--- config.mk ---
export PLATFORM = sky130hd
export DESIGN_NAME = axis_arbiter
export DESIGN_NICKNAME = d
export VERILOG_FILES = /design/src/rtl/axis_arbiter.sv
export SDC_FILE = /design/constraint.sdc
export NUM_CORES = 1
export LEC_CHECK = 0
export CORE_MARGIN = 2
export CORE_UTILIZATION = 38
export CTS_CLUSTER_DIAMETER = 50
export DETAILED_ROUTE_END_ITERATION = 8
export GPL_TIMING_DRIVEN = 0
export HOLD_SLACK_MARGIN = 0.1
export PLACE_DENSITY = 0.78
export SYNTH_ARGS = -nofsm -noshare
export SYNTH_HDL_FRONTEND = slang
export SYNTH_SLANG_ARGS = --single-unit
--- constraint.sdc ---
create_clock -name clk -period 2.1 [get_ports clk]
set_clock_uncertainty 0.15 [all_clocks]
set_input_delay 0.63 -clock clk [delete_from_list [all_inputs] [get_ports clk]]
set_output_delay 0.63 -clock clk [all_outputs]
set_load 0.05 [all_outputs]
--- src/rtl/axis_arbiter.sv ---
// ---------------------------------------------------------------------------
// axis_arbiter
//   Merges NUM_STREAMS AXI-Stream slave inputs onto one master output using
//   round-robin arbitration. The output path is a single register stage.
//
//   Optional feature (macro AXIS_ARBITER_PACKET_LOCK_EN):
//     defined   : a grant is held until the beat carrying tlast is accepted,
//                 so packets from different inputs never interleave.
//     undefined : the grant is released after every accepted beat, giving
//                 beat-level round-robin; tlast passes through unchanged.
//
//   Handshake: a beat moves across an interface on a rising clk edge where
//   both tvalid and tready are high. A source holds tvalid and its payload
//   stable until that edge; tready may depend combinationally on state.
//
// Ports
//   clk            sole clock, rising edge
//   sreset         synchronous active-high reset
//   axis_i_tready  per-input ready (bit i -> stream i)
//   axis_i_tvalid  per-input valid
//   axis_i_tlast   per-input last
//   axis_i_tdata   flattened data, stream i at [(i+1)*AXIS_BYTES*8-1 -: AXIS_BYTES*8]
//   axis_i_tuser   flattened user, same slicing with AXIS_USER_BITS
//   axis_o_tready  master ready
//   axis_o_tvalid  master valid
//   axis_o_tlast   master last
//   axis_o_tdata   master data
//   axis_o_tuser   master user
//   axis_o_src     index of the input that sourced the current output beat
// ---------------------------------------------------------------------------
module axis_arbiter #(
    parameter int AXIS_BYTES     = 1,
    parameter int AXIS_USER_BITS = 1,
    parameter int NUM_STREAMS    = 2,
    localparam int SRC_W = (NUM_STREAMS > 2) ? $clog2(NUM_STREAMS) : 1
) (
    input  logic                                 clk,
    input  logic                                 sreset,
    output logic [NUM_STREAMS-1:0]               axis_i_tready,
    input  logic [NUM_STREAMS-1:0]               axis_i_tvalid,
    input  logic [NUM_STREAMS-1:0]               axis_i_tlast,
    input  logic [NUM_STREAMS*AXIS_BYTES*8-1:0]  axis_i_tdata,
    input  logic [NUM_STREAMS*AXIS_USER_BITS-1:0] axis_i_tuser,
    input  logic                                 axis_o_tready,
    output logic                                 axis_o_tvalid,
    output logic                                 axis_o_tlast,
    output logic [AXIS_BYTES*8-1:0]              axis_o_tdata,
    output logic [AXIS_USER_BITS-1:0]            axis_o_tuser,
    output logic [SRC_W-1:0]                     axis_o_src
);

    localparam int DW = AXIS_BYTES * 8;
    localparam int UW = AXIS_USER_BITS;

    localparam logic [0:0] ST_IDLE  = 1'b0;
    localparam logic [0:0] ST_GRANT = 1'b1;

    logic [0:0]       state;
    // grant doubles as last_grant: it keeps the most recent winner after the
    // grant is released, which is where the next round-robin search starts.
    logic [SRC_W-1:0] grant;

    logic             win_found;
    logic [SRC_W-1:0] win_idx;
    logic [SRC_W-1:0] cand;
    logic             out_free;
    logic             accept;
    logic [DW-1:0]    sel_data;
    logic [UW-1:0]    sel_user;
    logic             sel_last;

    // Round-robin search: first valid input at grant+1, grant+2, ... (mod N).
    always_comb begin
        win_found = 1'b0;
        win_idx   = '0;
        cand      = '0;
        for (int k = 1; k <= NUM_STREAMS; k++) begin
            cand = SRC_W'((int'(grant) + k) % NUM_STREAMS);
            if (!win_found && axis_i_tvalid[cand]) begin
                win_found = 1'b1;
                win_idx   = cand;
            end
        end
    end

    // The output register can take a new beat when it is empty or draining.
    assign out_free = !axis_o_tvalid || axis_o_tready;

    always_comb begin
        axis_i_tready = '0;
        if (state == ST_GRANT) begin
            axis_i_tready[grant] = out_free;
        end
    end

    assign accept   = (state == ST_GRANT) && axis_i_tvalid[grant] && out_free;
    assign sel_data = axis_i_tdata[grant*DW +: DW];
    assign sel_user = axis_i_tuser[grant*UW +: UW];
    assign sel_last = axis_i_tlast[grant];

    always_ff @(posedge clk) begin
        if (sreset) begin
            state         <= ST_IDLE;
            grant         <= SRC_W'(NUM_STREAMS - 1);
            axis_o_tvalid <= 1'b0;
            axis_o_tlast  <= 1'b0;
            axis_o_tdata  <= '0;
            axis_o_tuser  <= '0;
            axis_o_src    <= '0;
        end else begin
            // Output register: payload only changes when a beat is accepted,
            // so it stays stable while stalled.
            if (accept) begin
                axis_o_tvalid <= 1'b1;
                axis_o_tlast  <= sel_last;
                axis_o_tdata  <= sel_data;
                axis_o_tuser  <= sel_user;
                axis_o_src    <= grant;
            end else if (axis_o_tready) begin
                axis_o_tvalid <= 1'b0;
            end

            case (state)
                ST_IDLE: begin
                    if (win_found) begin
                        grant <= win_idx;
                        state <= ST_GRANT;
                    end
                end
                ST_GRANT: begin
`ifdef AXIS_ARBITER_PACKET_LOCK_EN
                    // A granted input that drops tvalid keeps the grant.
                    if (accept && sel_last) begin
                        state <= ST_IDLE;
                    end
`else
                    if (accept) begin
                        state <= ST_IDLE;
                    end
`endif
                end
                default: state <= ST_IDLE;
            endcase
        end
    end

endmodule

==> results of run 1 <==
-- power by group through the flow --
stage / Sequential, mW / Clock, mW / Combinational, mW
floorplan: 0.374 / 0 / 0.128
global placement: 0.307 / 0 / 0.303
detailed placement: 0.307 / 0 / 0.307
CTS: 0.305 / 0.207 / 0.295
global route: 0.308 / 0.218 / 0.312
finish: 0.304 / 0.201 / 0.294
-- synth_stat cells --
cell type	n
dfxtp_1	14
a31oi_1	11
mux2i_1	10
a211oi_2	9
clkbuf_1	4
a21oi_1	2
and3_1	2
buf_2	2
buf_6	2
nand2_1	2
nor2_1	2
a211oi_1	1
and3_4	1
and4b_1	1
inv_1	1
mux2_4	1
nand2b_1	1
nor3_1	1
nor3_2	1
nor4_1	1
o21bai_1	1
-- logic make-up after synthesis --
group / count (synthesis) / share of synthesized area [%]
mux: 11 / 15.8
buf+inv: 9 / 7.03
compound gates: 24 / 28.3
flops: 14 / 38.4
simple gates: 12 / 10.5
-- final timing paths --
kind,end,slack (ps)
worst max-delay path,axis_i_tready[1],50
worst min-delay path,axis_o_src$_SDFFE_PP0P_,350
worst max register to register,axis_o_tdata[7]$_SDFFE_PP0P_,460
worst min register to register,axis_o_src$_SDFFE_PP0P_,350
-- worst max-delay path, delay by kind of cell --
family                 cells  cell delay [ps]
and+or+nand+nor            2              340
buffers and inverters      2              300
-- metrics by stage --
stage,std cells,hold WS (ps)
2_1_floorplan,70,520
3_3_place_gp,133,329
3_5_place_dp,133,334
4_1_cts,135,349
5_1_grt,135,379
6_report,135,345
-- final cells by class --
cell class                 count  area (sq um)
fill                         159           567
multi-input combinational     47           420
timing repair buffer          39           383
sequential                    14           284
buffer                         5          38.8
clock buffer                   4          36.3
tap                           25          31.3
inverter                       1          3.75
-- routing by layer --
layer,GRT usage (%),up-vias
met1,22.3,320
met4,9.73,0
met3,7.17,5
li1,-,348
met5,0,-
met2,33.1,22
-- registers in the layout, indices dropped and copies added, names as in the netlist --
signal         flops
axis_o_tdata       8
axis_o_tuser       1
grant              1
axis_o_tlast       1
axis_o_tvalid      1
axis_o_src         1
state              1
-- what timing repair did --
action | in CTS | in global routing
buffers inserted | 1 | 0
cloned | 0 | 0
gates resized for setup | 35 | 1
pin swaps | 1 | 0
hold endpoints to repair | 0 | 0
setup endpoints to repair | 14 | 2
==> results.json, run 1 <==
{
  "die_height_um": 47.8,
  "largest_net_degree_at_the_start_of_global_routing": 18,
  "clkLatencyLatePin_ps": 290,
  "cpMaxStageDelayCell": "and3_4",
  "detailedPlace.worstSlack_ps": -1130,
  "post_route_cells_drive_above_1_share_pct": 25.5,
  "timing.reg2reg.worst_path_depth": 5,
  "fin_nets": 136,
  "core_area_sq_mm": 0.00176,
  "fin_crit_period_ps": 2050,
  "post_synth_main_area_contributors": "dfxtp_1 (38%), a211oi_2 (15%), mux2i_1 (14%)",
  "detailroute.wirelength.met3_um": 115,
  "mappedNetlistArea_sq_um": 729,
  "power_internal_mw": 0.521,
  "clock_sinks": 14,
  "initial_antenna_violation_count": 0,
  "hold_class": "reg -> reg",
  "antenna_diode_count": 0,
  "cts_root_buffer_type": "clkbuf_4",
  "overall_power_of_the_completed_layout_mw": 0.799,
  "total_routed_length_mm": 1.96,
  "reg2reg_from": "grant$_SDFFE_PP1P_",
  "p_switching_mw": 0.278,
  "detailed_place_hpwl_mm": 1.45,
  "timing.setup.critical_path_class": "in -> out",
  "drtPass1Iterations": 3,
  "synth_top_cell_area_share_pct": 38.4,
  "start_kind": "primary input",
  "antenna_violating_nets_post_route": 0,
  "seq_power_share_pct": 38.1,
  "detailroute.wirelength.met2_mm": 1.00,
  "ctsHtreeMaxLevel": 1,
  "drc_violations_left": 0,
  "ys_types": 21,
  "power.switching_fraction_pct": 34.8,
  "crit_chain": "clkdlybuf4s15_1 > nand2b_4 > and3_4 > buf_8",
  "die_w_um": 47.8,
  "number_of_drc_violations_after_detailed_routing_iteration_0": 1,
  "number_of_synthesis_warnings": 0,
  "routedLengthMet1_um": 804,
  "timing.slew.headroom_pct": 55.2,
  "synth_seq_cells": 14,
  "placement.io_buffers": 38,
  "vdd.ir_drop.worst_mv": 0.375,
  "synth.net_count": 95,
  "crit_arrival_ps": 1270,
  "cts.clk_slew.worst_paths_ps": 90,
  "cap_viol_max_count": 0,
  "cp_max_fo": 4,
  "layout.cells.most_common": "clkdlybuf4s50_1",
  "placed_instance_area_sq_mm": 0.00117,
  "finalInstanceArea_sq_mm": 0.00120,
  "p_leak_nw": 0.536,
  "power_density_mw_per_mm2": 667,
  "syn-instance-count": 70,
  "power_frac_comb_pct": 36.8,
  "tritoncts": "built",
  "setup_repair_after_global_routing_missed_its_margin": "no",
  "cts_inserted_buffers": 3,
  "fmax_ghz": 0.487,
  "crit_path_max_incr_delay_ps": 190,
  "finalSetupTns_ps": 0,
  "cts_hold_repair.buffers": 0,
  "areaGrowthSynthToFinish_pct": 64.2,
  "measured_slew_at_the_worst_slew_check_pin_ps": 673,
  "timing.hold.worst_path_depth": 2,
  "globalRoute.totalOverflow": 0,
  "crit_required_ps": 1320,
  "setup_failing_eps_final": 0,
  "std_cell_rows": 15,
  "die_area_sq_mm": 0.00229,
  "detail_route.wl_per_cell_um": 14.5,
  "gpl.final_weighted_congestion": 0.743,
  "start_util_pct": 41.3,
  "detailroute.via_count": 695,
  "min_delay_startpoint": "axis_o_src$_SDFFE_PP0P_",
  "groute.usage.overall_pct": 19.9,
  "nature_of_the_critical_path_endpoint": "primary output",
  "final.setup.worst_slack_ps": 45.5,
  "result_of_the_run": "finished, final reports clean",
  "via_per_inst": 5.15,
  "cp-startpoint": "axis_o_tready",
  "finalHoldViolations": 0,
  "postLayoutCoreUtil_pct": 67.9,
  "grt_pass1_vias": 685,
  "post_route_clock_period_utilization_pct": 97.8,
  "uppermost_metal_layer_occupied_by_signal_nets": "met4",
  "boundaryPins": 39,
  "syn_avg_cell_area_sq_um": 10.4,
  "yosysSeqAreaShare_pct": 38.4,
  "final_max_slew_viol_count": 0,
  "wire_length_of_the_first_global_routing_pass_mm": 2.97,
  "cts_buffer_depth": 2,
  "p_clk_share_pct": 25.1,
  "commonest_cells_after_routing_fill_and_taps_aside": "clkdlybuf4s50_1 (23), dfxtp_1 (13), dlygate4sd2_1 (12)",
  "synth.largest_area_cell": "dfxtp_1"
}
Note: power is estimated with default switching activity, not from simulation.
==> run 2, diff against run 1 <==
--- a/config.mk
+++ b/config.mk
@@ -5,13 +5,15 @@
 export SDC_FILE = /design/constraint.sdc
 export NUM_CORES = 1
 export LEC_CHECK = 0
+export CELL_PAD_IN_SITES_DETAIL_PLACEMENT = 2
+export CELL_PAD_IN_SITES_GLOBAL_PLACEMENT = 2
 export CORE_MARGIN = 2
-export CORE_UTILIZATION = 38
+export CORE_UTILIZATION = 21
 export CTS_CLUSTER_DIAMETER = 50
 export DETAILED_ROUTE_END_ITERATION = 8
 export GPL_TIMING_DRIVEN = 0
 export HOLD_SLACK_MARGIN = 0.1
-export PLACE_DENSITY = 0.78
+export PLACE_DENSITY_LB_ADDON = 0.1
 export SYNTH_ARGS = -nofsm -noshare
 export SYNTH_HDL_FRONTEND = slang
 export SYNTH_SLANG_ARGS = --single-unit
==> constraint.sdc (replaced) <==
create_clock -name clk -period 1.9 [get_ports clk]
set_clock_uncertainty 0.15 [all_clocks]
set_input_delay 0.57 -clock clk [delete_from_list [all_inputs] [get_ports clk]]
set_output_delay 0.57 -clock clk [all_outputs]
set_load 0.05 [all_outputs]
==> results.json, run 2 (same netlist as run 1, synthesis figures left out) <==
{
  "result_of_the_run": "finished, final reports clean",
  "detail_route.wl_per_cell_um": 15.2,
  "final_max_slew_viol_count": 0,
  "final_cells": 162,
  "timing.reg2reg.worst_path_depth": 6,
  "nFillCells": 376,
  "number_of_drc_violations_after_detailed_routing_iteration_0": 3,
  "cp-startpoint": "axis_o_tready",
  "tritoncts": "built",
  "timing.hold.worst_path_depth": 2,
  "finalInstanceArea_sq_mm": 0.00126,
  "boundaryPins": 39,
  "layout.cells.most_common": "clkdlybuf4s50_1",
  "fin_nets": 142,
  "crit_path_max_incr_delay_ps": 190,
  "total_routed_length_mm": 2.46,
  "post_route_clock_period_utilization_pct": 98.8,
  "power_density_mw_per_mm2": 723,
  "finalHoldViolations": 0,
  "regToRegEndpoint": "axis_o_tdata[2]$_SDFFE_PP0P_",
  "antenna_diode_count": 0,
  "top_register": "axis_o_tdata",
  "vdd.ir_drop.worst_mv": 0.350,
  "gpl.final_weighted_congestion": 0.628,
  "largest_reg_flops": 8,
  "postLayoutCoreUtil_pct": 37.9,
  "final.setup.worst_slack_ps": 22.9,
  "initial_antenna_violation_count": 0,
  "clock_sinks": 14,
  "setup_failing_eps_final": 0,
  "cap_viol_max_count": 0,
  "antenna_violating_nets_post_route": 0,
  "reg2reg_from": "grant$_SDFFE_PP1P_",
  "cp_max_fo": 5,
  "drc_violations_left": 0,
  "detailroute.via_count": 739,
  "std_cell_rows": 21,
  "cts_buffer_depth": 2,
  "start_kind": "primary input",
  "measured_slew_at_the_worst_slew_check_pin_ps": 485,
  "grt_pass1_vias": 900,
  "wire_length_of_the_first_global_routing_pass_mm": 4.39,
  "post_route_cells_drive_above_1_share_pct": 42.2,
  "timing.setup.critical_path_class": "in -> out",
  "cts_root_buffer_type": "clkbuf_4",
  "drtPass1Iterations": 3,
  "die_height_um": 62.9,
  "hold_path_end": "axis_o_src$_SDFFE_PP0P_",
  "detailed_place_hpwl_mm": 1.75,
  "nature_of_the_critical_path_endpoint": "primary output",
  "placed_instance_area_sq_mm": 0.00121,
  "overall_power_of_the_completed_layout_mw": 0.914,
  "multi_input_comb_area_sq_um": 425,
  "commonest_cells_after_routing_fill_and_taps_aside": "clkdlybuf4s50_1 (23), a31oi_1 (11), dfxtp_1 (11)",
  "detailedPlace.worstSlack_ps": -1180,
  "via_per_inst": 4.56,
  "placement.io_buffers": 38,
  "die_area_sq_mm": 0.00396,
  "core_area_sq_mm": 0.00334,
  "setup_repair_after_global_routing_missed_its_margin": "yes",
  "crit_arrival_ps": 1160,
  "cpMaxStageDelayCell": "and3_4",
  "min_delay_startpoint": "axis_o_src$_SDFFE_PP0P_",
  "groute.usage.overall_pct": 14.1,
  "placedCellCount": 154,
  "largest_net_degree_at_the_start_of_global_routing": 11,
  "crit_required_ps": 1180,
  "fmax_ghz": 0.533,
  "register_area_sq_um": 287,
  "ctsHtreeMaxLevel": 1,
  "cts.clk_slew.worst_paths_ps": 100,
  "p_leak_nw": 0.537,
  "areaGrowthSynthToFinish_pct": 73.2,
  "start_util_pct": 21.9,
  "cts_hold_repair.buffers": 0,
  "fin_crit_period_ps": 1880,
  "globalRoute.totalOverflow": 0,
  "clkLatencyLatePin_ps": 300,
  "timing.slew.headroom_pct": 67.8,
  "die_w_um": 62.9,
  "crit_chain": "buf_6 > nand2b_4 > and3_4 > buf_8",
  "hold_class": "reg -> reg",
  "r2r_setup_slack_ps": 200,
  "cts_inserted_buffers": 3
}
-- run 2: stage by stage --
step	hold WS, ps	TNS [ps]
5_1_grt	434	-25.8
2_1_floorplan	490	-9.63
3_3_place_gp	333	-4840
4_1_cts	391	-104
3_5_place_dp	372	-5040
6_report	381	0
-- run 2: worst max-delay path, delay by kind of cell --
family	cells	cell delay [ps]
AND/OR/NAND/NOR	2	350
buffers and inverters	2	230
-- run 2: worst max-delay path by stage --
stage | endpoint | cells past startpoint | slack [ps]
4_1_cts | axis_i_tready[1] | 5 | -100
3_5_place_dp | axis_i_tready[1] | 5 | -1180
2_1_floorplan | axis_i_tready[0] | 4 | -10
3_3_place_gp | axis_i_tready[1] | 5 | -1170
5_1_grt | axis_i_tready[1] | 4 | -30
6_report | axis_i_tready[1] | 4 | 20
-- run 2: where the power goes --
part	total (mW)	internal, mW	switching, mW
combinational	0.346	0.154	0.192
sequential	0.341	0.320	0.0210
clock	0.227	0.117	0.110
-- run 2: timing repair --
action / 4_1_cts / 5_1_grt
setup buffers: 5 / 2
pin swaps: 1 / 1
setup endpoints to repair: 14 / 14
resized for setup: 51 / 16
-- run 2: final cells by class --
class	count	area share (%)
clock buffer	4	2.87
tap	46	4.55
buffer	5	4.16
sequential	14	22.7
timing repair buffer	45	31.8
inverter	1	0.297
multi-input combinational	47	33.7
-- run 2: per-layer routing --
metal / GRT usage [%] / vias up / routed length (um)
li1: - / 360 / -
met1: 16.8 / 354 / 1090
met2: 24.3 / 20 / 1210
met3: 4.68 / 5 / 141
met4: 3.33 / 0 / 19
met5: 0 / - / 0
